<file path="src/rtl/wb_seq_pkg.sv">
// ---------------------------------------------------------------------------
// wb_seq_pkg
// Shared definitions for the Wishbone slave sequencer:
//   - seq_state_t : sequencer FSM states (IDLE, ACTIVE, RESP)
//   - default parameter values for the debug-slave tag, timeout length and
//     the read data returned on a timed-out transaction
//   - slave index constants and the wait-counter width
// ---------------------------------------------------------------------------
package wb_seq_pkg;

  typedef enum logic [1:0] {
    IDLE   = 2'd0,
    ACTIVE = 2'd1,
    RESP   = 2'd2
  } seq_state_t;

  localparam logic [28:0] DBG_TAG_DEF = 29'h601_FFFF;
  localparam int unsigned TIMEOUT_DEF = 255;
  localparam logic [31:0] TO_DATA_DEF = 32'hDEAD_BEEF;

  localparam int unsigned NUM_SLV  = 2;
  localparam int unsigned SLV_USER = 0;
  localparam int unsigned SLV_DBG  = 1;

  localparam int unsigned WAIT_W = 16;

endpackage

</file>
<file path="src/rtl/wb_seq_timeout.sv">
// ---------------------------------------------------------------------------
// wb_seq_timeout
// Per-transaction wait counter plus the saturating timeout counter and the
// timeout interrupt pulse.
// Ports:
//   clk, rst_n : clock, asynchronous active-low reset
//   start      : new transaction accepted; clears the wait counter
//   waiting    : transaction outstanding this cycle with no slave ack
//   expired    : this waiting cycle is the last one allowed (combinational)
//   to_cnt     : saturating count of timeouts
//   to_irq     : one-cycle pulse following each timeout
// ---------------------------------------------------------------------------
module wb_seq_timeout
  import wb_seq_pkg::*;
#(
  parameter int unsigned TIMEOUT = TIMEOUT_DEF,
  parameter int unsigned CNT_W   = 8
) (
  input  logic             clk,
  input  logic             rst_n,
  input  logic             start,
  input  logic             waiting,
  output logic             expired,
  output logic [CNT_W-1:0] to_cnt,
  output logic             to_irq
);

  // The counter starts at 0 in the first ACTIVE cycle, so the limit is
  // TIMEOUT-1 to terminate after exactly TIMEOUT cycles.
  localparam logic [WAIT_W-1:0] LIMIT = WAIT_W'(TIMEOUT - 1);

  logic [WAIT_W-1:0] wait_reg, wait_next;
  logic [CNT_W-1:0]  cnt_reg, cnt_next;
  logic              irq_reg;

  assign expired = waiting && (wait_reg == LIMIT);

  always_comb begin
    wait_next = wait_reg;
    cnt_next  = cnt_reg;
    if (start) begin
      wait_next = '0;
    end else if (waiting) begin
      wait_next = wait_reg + WAIT_W'(1);
    end
    if (expired && (cnt_reg != '1)) begin
      cnt_next = cnt_reg + CNT_W'(1);
    end
  end

  always_ff @(posedge clk or negedge rst_n) begin
    if (!rst_n) begin
      wait_reg <= '0;
      cnt_reg  <= '0;
      irq_reg  <= 1'b0;
    end else begin
      wait_reg <= wait_next;
      cnt_reg  <= cnt_next;
      irq_reg  <= expired;
    end
  end

  assign to_cnt = cnt_reg;
  assign to_irq = irq_reg;

endmodule

</file>
<file path="src/rtl/wb_slave_sequencer.sv">
// ---------------------------------------------------------------------------
// wb_slave_sequencer
// Registered Wishbone sequencer: takes one master transaction at a time,
// routes it to the user slave (0) or the debug slave (1), and terminates it
// itself with TO_DATA if the slave does not ack within TIMEOUT cycles.
// Ports:
//   wb_clk_i, wb_rst_n_i       : clock, asynchronous active-low reset
//   wbs_cyc/stb/we/sel/adr/dat_i : master request
//   wbs_ack_o, wbs_dat_o        : master response (ack pulse, read data)
//   s_cyc_o[1:0]                : per-slave cycle, one-hot or zero
//   s_stb/we/sel/adr/dat_o      : shared slave request, from the latches
//   s_ack_i[1:0], s_dat_i[63:0] : per-slave ack and read data
//   to_cnt_o, to_irq_o          : saturating timeout count, timeout pulse
// ---------------------------------------------------------------------------
module wb_slave_sequencer
  import wb_seq_pkg::*;
#(
  parameter logic [28:0] DBG_TAG = DBG_TAG_DEF,
  parameter int unsigned TIMEOUT = TIMEOUT_DEF,
  parameter logic [31:0] TO_DATA = TO_DATA_DEF,
  parameter int unsigned CNT_W   = 8
) (
  input  logic             wb_clk_i,
  input  logic             wb_rst_n_i,
  input  logic             wbs_cyc_i,
  input  logic             wbs_stb_i,
  input  logic             wbs_we_i,
  input  logic [3:0]       wbs_sel_i,
  input  logic [31:0]      wbs_adr_i,
  input  logic [31:0]      wbs_dat_i,
  output logic             wbs_ack_o,
  output logic [31:0]      wbs_dat_o,
  output logic [1:0]       s_cyc_o,
  output logic             s_stb_o,
  output logic             s_we_o,
  output logic [3:0]       s_sel_o,
  output logic [31:0]      s_adr_o,
  output logic [31:0]      s_dat_o,
  input  logic [1:0]       s_ack_i,
  input  logic [63:0]      s_dat_i,
  output logic [CNT_W-1:0] to_cnt_o,
  output logic             to_irq_o
);

  seq_state_t  state_reg, state_next;
  logic [31:0] adr_reg, dat_reg, rd_data_reg, rd_data_next;
  logic [3:0]  sel_reg;
  logic        we_reg, idx_reg;

  logic        req, in_active, is_dbg, slv_ack, abort, start, waiting, expired;
  logic [31:0] slv_rdata;

  assign req       = wbs_cyc_i & wbs_stb_i;
  assign in_active = (state_reg == ACTIVE);
  assign is_dbg    = (wbs_adr_i[31:3] == DBG_TAG);
  // Only the addressed slave's ack and data are ever looked at.
  assign slv_ack   = s_ack_i[idx_reg];
  assign slv_rdata = s_dat_i[{idx_reg, 5'd0} +: 32];
  assign abort     = in_active & ~wbs_cyc_i;
  assign start     = (state_reg == IDLE) & req;
  assign waiting   = in_active & wbs_cyc_i & ~slv_ack;

  wb_seq_timeout #(
    .TIMEOUT (TIMEOUT),
    .CNT_W   (CNT_W)
  ) u_timeout (
    .clk     (wb_clk_i),
    .rst_n   (wb_rst_n_i),
    .start   (start),
    .waiting (waiting),
    .expired (expired),
    .to_cnt  (to_cnt_o),
    .to_irq  (to_irq_o)
  );

  // Master abort beats ack, and ack beats timeout (expired is already
  // qualified by the absence of ack).
  always_comb begin
    state_next   = state_reg;
    rd_data_next = rd_data_reg;
    unique case (state_reg)
      IDLE: begin
        if (req) state_next = ACTIVE;
      end
      ACTIVE: begin
        if (abort) begin
          state_next = IDLE;
        end else if (slv_ack) begin
          state_next   = RESP;
          rd_data_next = slv_rdata;
        end else if (expired) begin
          state_next   = RESP;
          rd_data_next = TO_DATA;
        end
      end
      RESP: begin
        // Always pass through IDLE so a strobe held over the ack cycle is
        // not taken as a second request.
        state_next = IDLE;
      end
      default: state_next = IDLE;
    endcase
  end

  always_ff @(posedge wb_clk_i or negedge wb_rst_n_i) begin
    if (!wb_rst_n_i) begin
      state_reg   <= IDLE;
      adr_reg     <= '0;
      dat_reg     <= '0;
      sel_reg     <= '0;
      we_reg      <= 1'b0;
      idx_reg     <= 1'b0;
      rd_data_reg <= '0;
    end else begin
      state_reg   <= state_next;
      rd_data_reg <= rd_data_next;
      if (start) begin
        adr_reg <= wbs_adr_i;
        dat_reg <= wbs_dat_i;
        sel_reg <= wbs_sel_i;
        we_reg  <= wbs_we_i;
        idx_reg <= is_dbg ? 1'(SLV_DBG) : 1'(SLV_USER);
      end
    end
  end

  genvar gi;
  generate
    for (gi = 0; gi < NUM_SLV; gi++) begin : g_slv_cyc
      assign s_cyc_o[gi] = in_active && (idx_reg == 1'(gi));
    end
  endgenerate

  // Slave-side request is visible only while the transaction is outstanding.
  assign s_stb_o = in_active;
  assign s_we_o  = in_active & we_reg;
  assign s_sel_o = in_active ? sel_reg : '0;
  assign s_adr_o = in_active ? adr_reg : '0;
  assign s_dat_o = in_active ? dat_reg : '0;

  assign wbs_ack_o = (state_reg == RESP);
  assign wbs_dat_o = rd_data_reg;

endmodule

</file>
<file path="config.mk">
export PLATFORM = sky130hd
export DESIGN_NAME = wb_slave_sequencer
export DESIGN_NICKNAME = d
export VERILOG_FILES = /design/src/rtl/wb_seq_pkg.sv /design/src/rtl/wb_seq_timeout.sv /design/src/rtl/wb_slave_sequencer.sv
export SDC_FILE = /design/constraint.sdc
export NUM_CORES = 1
export LEC_CHECK = 0
export BUFFER_PORTS_ARGS = -buffer_cell sky130_fd_sc_hd__buf_2
export CAP_MARGIN = 5
export CORE_MARGIN = 10
export CORE_UTILIZATION = 35
export DETAILED_ROUTE_END_ITERATION = 10
export PLACE_DENSITY = 0.7
export SETUP_SLACK_MARGIN = 0.15
export SYNTH_ARGS = -nofsm -noshare
export SYNTH_HDL_FRONTEND = slang
export SYNTH_HIERARCHICAL = 1
export SYNTH_SLANG_ARGS = --single-unit
</file>
<file path="constraint.sdc">
create_clock -name wb_clk_i -period 3.3 [get_ports wb_clk_i]
set_input_delay 0.33 -clock wb_clk_i [delete_from_list [all_inputs] [get_ports wb_clk_i]]
set_output_delay 0.33 -clock wb_clk_i [all_outputs]
set_load 0.03 [all_outputs]
</file>
== Word-level counts from Yosys, hierarchy flattened ==
Cells that the tools add are included.

* Word-level logic and storage cells: 55
* Flip-flop bits (word level): 129
* Output and inout port bits: 114
* Input bits: 139

* Shift-type cells: 1
* Equality and inequality tests: 7
* Multiplexer cells: 15
* Bitwise operators: 10
* Add/subtract/negate cells: 2
* Reductions and logical operators: 9
* Order comparisons: 1

{| class="wikitable"
|+ Operator list
! operator !! number
|-
| 32-bit 2-to-1 mux || 4
|-
| 64-bit by 7-bit variable part select with 32-bit output || 1
|-
| 16-bit 2-to-1 mux || 2
|-
| 29-bit by 27-bit equality test with 1-bit output, second input constant || 1
|-
| 16-bit by 1-bit adder with 16-bit output, second input constant || 1
|-
| 16-bit by 8-bit equality test with 1-bit output, second input constant || 1
|-
| 8-bit by 1-bit adder with 8-bit output, second input constant || 1
|-
| 2-bit 2-to-1 mux || 4
|-
| 8-bit inequality test, second input constant || 1
|-
| 1-bit AND || 6
|-
| 1-bit logical AND || 4
|-
| 4-bit 2-to-1 mux || 1
|-
| 4-bit by 1-bit inequality test with 1-bit output, second input constant || 1
|-
| 1-bit inverter || 4
|-
| 2-bit one-hot mux with 2 select lines || 1
|-
| 2-bit nonzero test || 2
|-
| 1-bit 2-to-1 mux || 3
|-
| 3-bit AND reduction || 1
|-
| 2-bit by 1-bit equality test with 1-bit output, second input constant || 1
|-
| 2-bit equality test, second input constant || 1
|-
| 2-bit logical NOT || 1
|-
| 1-bit by 2-bit less-than comparator with 1-bit output, second input constant || 1
|-
| 2-bit inequality test, second input constant || 1
|-
| 2-bit AND reduction || 1
|}

== Longest topological paths before layout ==
Gate-level depths: netlist (run 1).

* Depth after elaboration: 9
* Depth in mapped cells: 10
* Depth with buffers taken out: 7

== Cells and area by module ==
Netlist (run 1), hierarchy kept.

{| class="wikitable"
|+ By module, submodules not included
! module !! seq. area each (um2) !! area an instance (um2) !! cells each !! times used
|-
| wb_slave_sequencer || 2602.5 || 4812.1 || 503 || 1
|-
| wb_seq_timeout || 625.6 || 1311.3 || 122 || 1
|}

== Least setup slack after synthesis (run 1) ==
No wires, ideal clock.

* Kind: register to register
* Start point: register idx_reg
* End point: register rd_data_reg[18] (netlist: wbs_dat_o[18])
* Required time: 3.220 ns
* Stages on the path, launching flop included: 11
* Setup slack: 0.854 ns
* Library setup time: 0.080 ns
* Arrival time: 2.367 ns
* Cells stage by stage: dfrtp_1 > buf_6 > mux2_4 > nor2_1 > buf_6 > nand4bb_2 > nor4_4 > o21ai_4 > inv_4 > buf_6 > a2bb2oi_1

* Longest elaborated chain between the ends: 7
* Elaborated cells on any way between the ends: 9

{| class="wikitable"
|+ RTL lines
! what !! line !! RTL
|-
| start: declaration || wb_slave_sequencer.sv:48 || <nowiki>logic we_reg, idx_reg;</nowiki>
|-
| start signal: assignment || wb_slave_sequencer.sv:122 || <nowiki>idx_reg <= is_dbg ? 1'(SLV_DBG) : 1'(SLV_USER);</nowiki>
|-
| 1-bit 2-to-1 mux (not written as such) (2 in a row) || wb_slave_sequencer.sv:57 || <nowiki>assign slv_ack = s_ack_i[idx_reg];</nowiki>
|-
| 1-bit inverter || wb_slave_sequencer.sv:61 || <nowiki>assign waiting = in_active & wbs_cyc_i & ~slv_ack;</nowiki>
|-
| 1-bit AND || wb_slave_sequencer.sv:61 ||
|-
| named net waiting || wb_slave_sequencer.sv:50 || <nowiki>logic req, in_active, is_dbg, slv_ack, abort, start, waiting, expired;</nowiki>
|-
| 1-bit logical AND || wb_seq_timeout.sv:36 || <nowiki>assign expired = waiting && (wait_reg == LIMIT);</nowiki>
|-
| named net expired || wb_slave_sequencer.sv:50 ||
|-
| 2-bit nonzero test (no line) || - ||
|-
| 3-bit AND reduction (no line) || - ||
|-
| end signal: assignment || wb_slave_sequencer.sv:116 || <nowiki>rd_data_reg <= rd_data_next;</nowiki>
|-
| end: declaration || wb_slave_sequencer.sv:46 || <nowiki>logic [31:0] adr_reg, dat_reg, rd_data_reg, rd_data_next;</nowiki>
|}

The timed path passes the listed nets, and every way through them passes these cells. The select of a mux whose other input is x is not followed.
A chain may end at the register's enable or synchronous reset.

== Worst setup path in the final report (run 1) ==
* Start point: register state_reg[0]
* End point: output s_adr_o[23]

* Longest elaborated chain between the ends: 2

{| class="wikitable"
|+ RTL lines
! what !! line !! RTL
|-
| start: declaration || wb_slave_sequencer.sv:45 || <nowiki>seq_state_t state_reg, state_next;</nowiki>
|-
| start signal: assignment || wb_slave_sequencer.sv:115 || <nowiki>state_reg <= state_next;</nowiki>
|-
| 2-bit by 1-bit equality test with 1-bit output || wb_slave_sequencer.sv:54 || <nowiki>assign in_active = (state_reg == ACTIVE);</nowiki>
|-
| 32-bit 2-to-1 mux || wb_slave_sequencer.sv:138 || <nowiki>assign s_adr_o = in_active ? adr_reg : '0;</nowiki>
|-
| end: declaration || wb_slave_sequencer.sv:37 || <nowiki>output logic [31:0] s_adr_o,</nowiki>
|}

No other way between the ends.

==> flow_summary.yaml, run 1 <==
outcome:
  status: "finished clean"
route:
  wl_um: 18500
  wire_per_inst_um: 16.7
  first_iter_violations: 226
  post_drt_via_cell_ratio: 4.67
  postRouteAntennaNets: 0
  vias: 5176
  firstDrtPassIters: 4
  drc_errors: 0
sta:
  timing.hold.ws_ns: 0.106
  period_minus_slack_ns: 2.51
  fmax_mhz: 399
  drv_slew: 0
  fin_crit_sh: 0.759
  rsz0062_at_grt: "false"
  hold_viol_final: 0
  tns_ns: 0
  fin_worst_skew_ns: 0.00618
  tightest_slew_ns: 1.03
  setup_viol: 0
  relSlewSlack: 0.315
yosys:
  netlist_area_mm2: 0.00612
  synthAdderAreaFrac: 0.00613
  synth_compound_area_frac: 0.0713
  synth_mux_area_frac: 0.0591
  synth_top_family_by_area: "simple AND/OR/NAND/NOR gates"
  synthCells: 625
  synth_nets: 767
  synth_ff_type: "dfrtp_1"
  seq_area_frac_synth: 0.527
  synth-simple-area-share: 0.277
  synth-xor-area-share: 0.0229
  synth-seq-cells: 129
  async_flop_share: 1.00
  synth.distinct_cells: 54
  syn_avg_cell_area_um2: 9.80
  synth-edff-count: 0
  ys_warn_count: 6
critical_path:
  cp_top_family: "simple AND/OR/NAND/NOR gates"
  cp-start-kind: "register"
  worstPathRequired_ns: 2.97
  critPathCapture: "s_adr_o[23]"
  r2r-end: "wbs_dat_o[23]"
  worst_setup_path_end_kind: "output port"
  cpPeakStageDelay_ns: 0.58
  cp.depth: 4
  worstPathMaxFanout: 32
  crit_path_start: "state_reg[0]"
  r2r_cells: 9
  crit_slowest_cell: "nor2b_4"
  critical_path_class: "reg2out"
  cp.arrival_ns: 2.18
  regToRegStartpoint: "idx_reg"
  cp_num_buf_inv: 2
  crit_chain: "nor2b_4 > buf_4 > and2_1 > buf_2"
  r2r_slack_ns: 0.93
grt:
  grt_first_pass_wirelength_um: 29700
  grtUsageTotal: 0.156
  grt_overflow: 0
  grt_pass1_vias: 5431
  antenna_found_initial: 0
  grt_max_degree: 89
clock_tree:
  ctsResizeCount: 0
  clock_sink_count: 129
  cts_root_buffer: "clkbuf_16"
  cts_tree: "yes"
  clockBufferDepth: 2
  cts.clk_slew.worst_paths_ns: 0.06
  numCtsBuffers: 17
  clk_latency_ns: 0.41
  htree_levels: 4
power:
  ir_drop_mv: 0.357
  power_leakage_nw: 4.27
  power.density_mw_per_mm2: 621
min_path:
  hold_path.class: "in2reg"
layout:
  layout_commonest_cell: "buf_2"
  area_growth_pct: 33.8
  drive_above_1_share: 0.354
  final_nets: 1013
  fillCellCount: 1638
  antenna_cells: 0
  final_cell_mix: "251 x buf_2, 216 x nand2_1, 128 x dfrtp_1"
place:
  numPortBuffers: 252
  dpl.hpwl_um: 13600
  gp_congestion: 0.807
floorplan:
  die_h_um: 152
  core.rowCount: 48
  ioPinCount: 253
  initial_core_util: 0.355
  die_w_um: 152
  die_area_mm2: 0.0232
  core_area_mm2: 0.0172
run:
  maxCapViolCount: 0
## logic make-up (layout without fill, tap and decap cells)
logic type | Yosys count | in the layout
AO/OA/AOI/OAI | 48 | 48
XOR/XNOR | 16 | 16
adder cells (fa/ha/maj) | 3 | 3
buffers and inverters | 42 | 301
flip-flops | 129 | 129
multiplexers | 35 | 35
AND/OR/NAND/NOR | 352 | 352
## timing repair
| item | in CTS | in global routing |
|---|---|---|
| hold endpoints to repair | 46 | 0 |
| endpoints found under the setup margin | 0 | 0 |
| hold buffers | 1 | 0 |
| setup buffers | 0 | 0 |
## per-stage QoR
| stage | cell area (µm²) | power [mW] | worst slack, ns | utilization | instances |
|---|---|---|---|---|---|
| after floorplan | 6120 | 2.75 | 0.854 | - | 625 |
| after global placement | 7570 | 3.17 | 0.990 | 0.439 | 1076 |
| after detailed placement | 7570 | 3.20 | 0.911 | 0.439 | 1076 |
| after CTS | 8190 | 5.15 | 0.743 | 0.475 | 1109 |
| after global routing | 8190 | 5.34 | 0.612 | 0.475 | 1109 |
| final | 8190 | 5.09 | 0.794 | 0.475 | 1109 |
## area by class of cell
type	instances	area (µm²)	area share
clock inverters	9	130	0.0159
repair buffers	263	1350	0.165
flip-flops and latches	129	3230	0.394
well taps	225	282	0.0344
multi-input cells	454	2700	0.329
clock buffers	23	478	0.0584
inverters	6	25.0	0.00306
## worst min path at each step
| stage | to | startpoint | cells past startpoint | slack, ns |
|---|---|---|---|---|
| after CTS | sel_reg[2] | wbs_sel_i[2] | 3 | 0.09 |
| final | dat_reg[28] | wbs_dat_i[28] | 3 | 0.11 |
| after global placement | dat_reg[30] | wb_rst_n_i | 1 | 0.40 |
| after global routing | dat_reg[13] | wbs_dat_i[13] | 3 | 0.1 |
| after floorplan | adr_reg[0] | wb_rst_n_i | 0 | 0.03 |
| after detailed placement | dat_reg[30] | wb_rst_n_i | 1 | 0.40 |
## tightest hold or removal path: stages
cell	delay (ns)
buf_2	0.07
nand2_1	0.04
nand2_1	0.04
## Yosys cell counts, types with 6 or more instances
cell type | count | share of area
a2bb2oi_1 | 18 | 0.026
a2bb2oi_2 | 6 | 0.015
and2_1 | 71 | 0.073
buf_6 | 8 | 0.015
clkbuf_1 | 24 | 0.015
dfrtp_1 | 129 | 0.53
mux2i_1 | 32 | 0.052
nand2_1 | 216 | 0.13
nand4_1 | 9 | 0.0092
nor2_1 | 16 | 0.0098
o2bb2ai_1 | 8 | 0.011
xnor2_1 | 14 | 0.020
## per-layer routing
| metal | vias up | GRT usage | routed length [µm] |
|---|---|---|---|
| met5 | - | 0 | 0 |
| met4 | 0 | 0.0587 | 371 |
| met3 | 21 | 0.0423 | 932 |
| met2 | 147 | 0.271 | 9460 |
| met1 | 2446 | 0.180 | 7760 |
| li1 | 2562 | - | - |
## where the power goes
| group | internal (mW) | leakage [nW] | switching [mW] |
|---|---|---|---|
| logic | 0.404 | 2.37 | 0.743 |
| clock network | 1.25 | 0.285 | 0.681 |
| registers | 1.86 | 1.61 | 0.150 |
Power figures use the tool's default switching activity.
==> inputs of run 2 (changes only) <==
--- a/config.mk
+++ b/config.mk
@@ -10,7 +10,7 @@
 export CORE_MARGIN = 10
 export CORE_UTILIZATION = 35
 export DETAILED_ROUTE_END_ITERATION = 10
-export PLACE_DENSITY = 0.7
+export PLACE_DENSITY = 0.73
 export SETUP_SLACK_MARGIN = 0.15
 export SYNTH_ARGS = -nofsm -noshare
 export SYNTH_HDL_FRONTEND = slang
==> constraint.sdc (replaced) <==
create_clock -name wb_clk_i -period 2.2 [get_ports wb_clk_i]
set_input_delay 0.22 -clock wb_clk_i [delete_from_list [all_inputs] [get_ports wb_clk_i]]
set_output_delay 0.22 -clock wb_clk_i [all_outputs]
set_load 0.03 [all_outputs]
==> flow_summary.yaml, run 2 (synthesis gave the netlist of run 1 again) <==
critical_path:
  worstPathRequired_ns: 1.98
  worstPathMaxFanout: 36
  cpPeakStageDelay_ns: 0.38
  cp-start-kind: "register"
  cp.arrival_ns: 1.76
  r2r_cells: 6
  r2r_slack_ns: 0.23
  regToRegStartpoint: "idx_reg"
  crit_slowest_cell: "dfrtp_1"
  crit_chain: "buf_4 > nor2b_4 > buf_12 > clkbuf_16 > and2_1 > buf_2"
  worst_setup_path_end_kind: "output port"
  r2r-end: "u_timeout/wait_reg[13]"
  critical_path_class: "reg2out"
power:
  power.density_mw_per_mm2: 855
  power_leakage_nw: 4.58
  power_mw: 7.62
  ir_drop_mv: 0.459
sta:
  drv_slew: 0
  fin_crit_sh: 0.900
  tns_ns: 0
  fmax_mhz: 505
  period_minus_slack_ns: 1.98
  rsz0062_at_grt: "true"
  tightest_slew_ns: 0.782
  fin_worst_skew_ns: 0.0108
  hold_viol_final: 0
  relSlewSlack: 0.479
  setup_viol: 0
  timing.hold.ws_ns: 0.0203
place:
  gp_congestion: 0.799
  numPortBuffers: 252
  dpl.hpwl_um: 13200
grt:
  grt_use_met2: 0.273
  grtUsageMet3: 0.0483
  grt_first_pass_wirelength_um: 30400
  grtUsageTotal: 0.160
  busiest_layer: "met2"
  grt_pass1_vias: 5703
  grt_max_degree: 89
  antenna_found_initial: 3
  grt_overflow: 0
  use_met1: 0.180
clock_tree:
  clock_sink_count: 129
  cts_root_buffer: "clkbuf_16"
  cts_tree: "yes"
  cts.clk_slew.worst_paths_ns: 0.07
  numCtsBuffers: 17
  clockBufferDepth: 2
  htree_levels: 4
  clk_latency_ns: 0.41
route:
  first_iter_violations: 287
  wl_um: 19400
  post_drt_via_cell_ratio: 4.75
  firstDrtPassIters: 4
  postRouteAntennaNets: 0
  drc_errors: 0
  vias: 5569
  wire_per_inst_um: 16.5
layout:
  drive_above_1_share: 0.357
  final_cell_mix: "251 x buf_2, 216 x nand2_1, 128 x dfrtp_1"
  final_nets: 1074
  layout_commonest_cell: "buf_2"
  fillCellCount: 1542
  area_growth_pct: 45.5
floorplan:
  die_h_um: 152
  core.rowCount: 48
  die_area_mm2: 0.0232
  ioPinCount: 253
  die_w_um: 152
  core_area_mm2: 0.0172
  initial_core_util: 0.355
min_path:
  hold_path_end: "adr_reg[10]"
  hold_depth: 3
  hold_path.class: "in2reg"
  hold_start: "wbs_adr_i[10]"
outcome:
  status: "finished clean"
run:
  maxCapViolCount: 0
==> run 2: cell types whose count changed in the layout (fill, tap and decap cells not counted), moves of 3 or more <==
cell,previous run,this run
dlygate4sd3_1,1,45
buf_12,0,5
buf_4,11,16
clkinv_4,0,4
inv_6,0,4
clkbuf_1,3,0
clkbuf_16,17,20
clkbuf_8,3,0
diode_2,0,3
==> run 2: what timing repair did <==
item | 4_1_cts | 5_1_grt
pin swaps | 2 | 4
hold buffers | 45 | 0
gates cloned | 2 | 3
resized for setup | 8 | 1
setup endpoints to repair | 35 | 47
setup buffers | 6 | 1
hold endpoints to repair | 98 | 0
==> run 2: routing by layer <==
layer / part of all wire / up-vias
met5: 0 / -
met4: 0.028 / 0
met3: 0.052 / 38
met2: 0.51 / 161
met1: 0.41 / 2685
li1: - / 2685
==> run 2: final cells by class <==
class / instances / area (µm²) / area share
Antenna cell: 3 / 7.51 / 0.000843
Timing Repair Buffer: 323 / 2030 / 0.228
Timing Repair inverter: 1 / 8.76 / 0.000983
Tap cell: 225 / 282 / 0.0316
Clock inverter: 15 / 159 / 0.0178
Clock buffer: 17 / 425 / 0.0478
Sequential cell: 129 / 3230 / 0.363
Inverter: 6 / 30.0 / 0.00337
Multi-Input combinational cell: 454 / 2740 / 0.307
==> run 2: per-stage QoR <==
step                      area [µm²]  std cells  setup slack, ns   util
after CTS                       8800       1166            0.147  0.511
after detailed placement        7680       1081           0.0199  0.445
final                           8910       1173            0.219  0.517
after floorplan                 6140        625          -0.0549      -
after global placement          7680       1081           0.0685  0.445
after global routing            8910       1173            0.122  0.517
==> run 2: worst max-delay path, delay by kind of cell (launching register included) <==
| kind | cells | cell delay (ns) |
|---|---|---|
| buffers and inverters | 4 | 0.69 |
| and+or+nand+nor | 2 | 0.27 |
| DFF | 1 | 0.38 |
==> run 2: how the worst max path moves through the flow <==
stage | startpoint | end | slack [ns] | cells past startpoint
CTS | idx_reg | u_timeout/to_cnt[1] | 0.15 | 8
detailed placement | idx_reg | u_timeout/wait_reg[14] | 0.02 | 7
floorplan | idx_reg | wbs_dat_o[18] | -0.05 | 10
finish | state_reg[1] | s_dat_o[12] | 0.22 | 6
global route | state_reg[1] | s_dat_o[24] | 0.12 | 6
global placement | idx_reg | u_timeout/to_cnt[1] | 0.07 | 7
==> run 2: power breakdown <==
group	total [mW]	internal, mW	switching [mW]
sequential	3.00	2.79	0.209
clock	2.77	1.68	1.09
combinational	1.85	0.698	1.15
total	7.62	5.17	2.45
==> inputs of run 3 (changes only) <==
--- a/config.mk
+++ b/config.mk
@@ -7,10 +7,12 @@
 export LEC_CHECK = 0
 export BUFFER_PORTS_ARGS = -buffer_cell sky130_fd_sc_hd__buf_2
 export CAP_MARGIN = 5
+export CELL_PAD_IN_SITES_DETAIL_PLACEMENT = 1
+export CELL_PAD_IN_SITES_GLOBAL_PLACEMENT = 2
 export CORE_MARGIN = 10
-export CORE_UTILIZATION = 35
+export CORE_UTILIZATION = 25
 export DETAILED_ROUTE_END_ITERATION = 10
-export PLACE_DENSITY = 0.73
+export PLACE_DENSITY = 0.84
 export SETUP_SLACK_MARGIN = 0.15
 export SYNTH_ARGS = -nofsm -noshare
 export SYNTH_HDL_FRONTEND = slang
==> flow_summary.yaml, run 3 (synthesis gave the netlist of run 1 again) <==
layout:
  layout_commonest_cell: "buf_2"
  area_growth_pct: 47.4
  drive_above_1_share: 0.350
  final_nets: 1074
  post-route-util: 0.373
  final_cell_mix: "251 x buf_2, 216 x nand2_1, 128 x dfrtp_1"
place:
  dpl.hpwl_um: 15700
  numPortBuffers: 252
  gp_congestion: 0.773
route:
  wl_um: 22100
  drc_errors: 0
  firstDrtPassIters: 4
  first_iter_violations: 175
  met1_length_um: 9040
  wire_per_inst_um: 17.4
  dr_wl_met2_um: 11200
  maxUsedRoutingLayer: "met5"
  postRouteAntennaNets: 0
  vias: 5575
  wl_met3_um: 1550
  post_drt_via_cell_ratio: 4.38
floorplan:
  die_w_um: 177
  die_area_mm2: 0.0312
  ioPinCount: 253
  die_h_um: 177
  initial_core_util: 0.253
  core_area_mm2: 0.0242
  core.rowCount: 57
sta:
  tns_ns: 0
  fin_worst_skew_ns: 0.0121
  period_minus_slack_ns: 1.98
  drv_slew: 0
  setup_viol: 0
  rsz0062_at_grt: "true"
  tightest_slew_ns: 0.708
  fin_crit_sh: 0.899
  relSlewSlack: 0.528
  hold_viol_final: 0
  fmax_mhz: 506
grt:
  grt_overflow: 0
  grtUsageTotal: 0.138
  antenna_found_initial: 3
  grt_max_degree: 63
  grt_first_pass_wirelength_um: 34500
  grt_pass1_vias: 6152
critical_path:
  cp-start-kind: "register"
  cp.arrival_ns: 2.27
  worstPathRequired_ns: 2.50
  worstPathMaxFanout: 9
  worst_setup_path_end_kind: "register"
  critical_path_class: "reg2reg"
clock_tree:
  clock_sink_count: 129
  cts.clk_slew.worst_paths_ns: 0.06
  cts_root_buffer: "clkbuf_16"
  htree_levels: 4
  cts_tree: "yes"
  clockBufferDepth: 2
  numCtsBuffers: 17
  clk_latency_ns: 0.42
outcome:
  status: "finished clean"
power:
  power_leakage_nw: 4.57
  ir_drop_mv: 0.473
  power.density_mw_per_mm2: 877
run:
  maxCapViolCount: 0
min_path:
  hold_path.class: "in2reg"
[run 3: through the flow]
stage	total power, mW	area [µm²]	hold slack, ns	worst slack [ns]	instances
2_1_floorplan	4.13	6140	-0.0756	-0.0549	625
6_report	7.91	9030	0.0197	0.222	1272
5_1_grt	8.37	9030	0.0172	0.0869	1271
3_5_place_dp	4.84	7820	0.250	0.122	1184
3_3_place_gp	4.79	7820	0.240	0.208	1184
4_1_cts	8.06	8980	0.000480	0.167	1268
[run 3: repair_timing]
| item | 4_1_cts | 5_1_grt |
|---|---|---|
| hold endpoints to repair | 104 | 0 |
| buffers inserted | 0 | 1 |
| hold buffers | 52 | 0 |
| endpoints found under the setup margin | 10 | 24 |
| pin swaps | 0 | 0 |
| gates resized for setup | 1 | 10 |
| gates cloned | 0 | 0 |
[run 3: path summary, 6_finish.rpt]
check	slack (ns)	cells past startpoint	endpoint	startpoint
max	0.22	5	u_timeout/to_cnt[1]	u_timeout/wait_reg[11]
min	0.02	3	adr_reg[17]	wbs_adr_i[17]
max reg2reg	0.22	5	u_timeout/to_cnt[1]	u_timeout/wait_reg[11]
min reg2reg	0.46	2	dat_reg[23]	dat_reg[23]
max in group asynchronous	1.19	3	sel_reg[3]	wb_rst_n_i
min in group asynchronous	0.34	2	dat_reg[14]	wb_rst_n_i
[run 3: cell type report]
cell class | instances | area [µm²]
sequential | 129 | 3230
inverter | 6 | 35.0
fill | 2833 | 15100
tap | 324 | 405
clock buffer | 17 | 425
timing repair buffer | 324 | 1980
antenna | 3 | 7.51
clock inverter | 15 | 209
multi-input combinational | 454 | 2730
[run 3: where the power goes]
group	switching (mW)	total (mW)	leakage, nW	internal (mW)
logic	1.16	1.84	2.65	0.683
clock network	1.15	3.06	0.300	1.91
registers	0.220	3.01	1.61	2.79
[run 3: routing by layer]
metal / track usage / vias up
li1: - / 2681
met1: 0.160 / 2707
met2: 0.238 / 164
met3: 0.0472 / 21
met4: 0.0382 / 2
met5: 0 / -
[run 3: critical path, stage by stage (launching register included)]
cell and delay (ns):
dfrtp_1 0.44, or4_4 0.55, nor4_4 0.29, buf_4 0.22, nand2_4 0.07, mux2_4 0.29
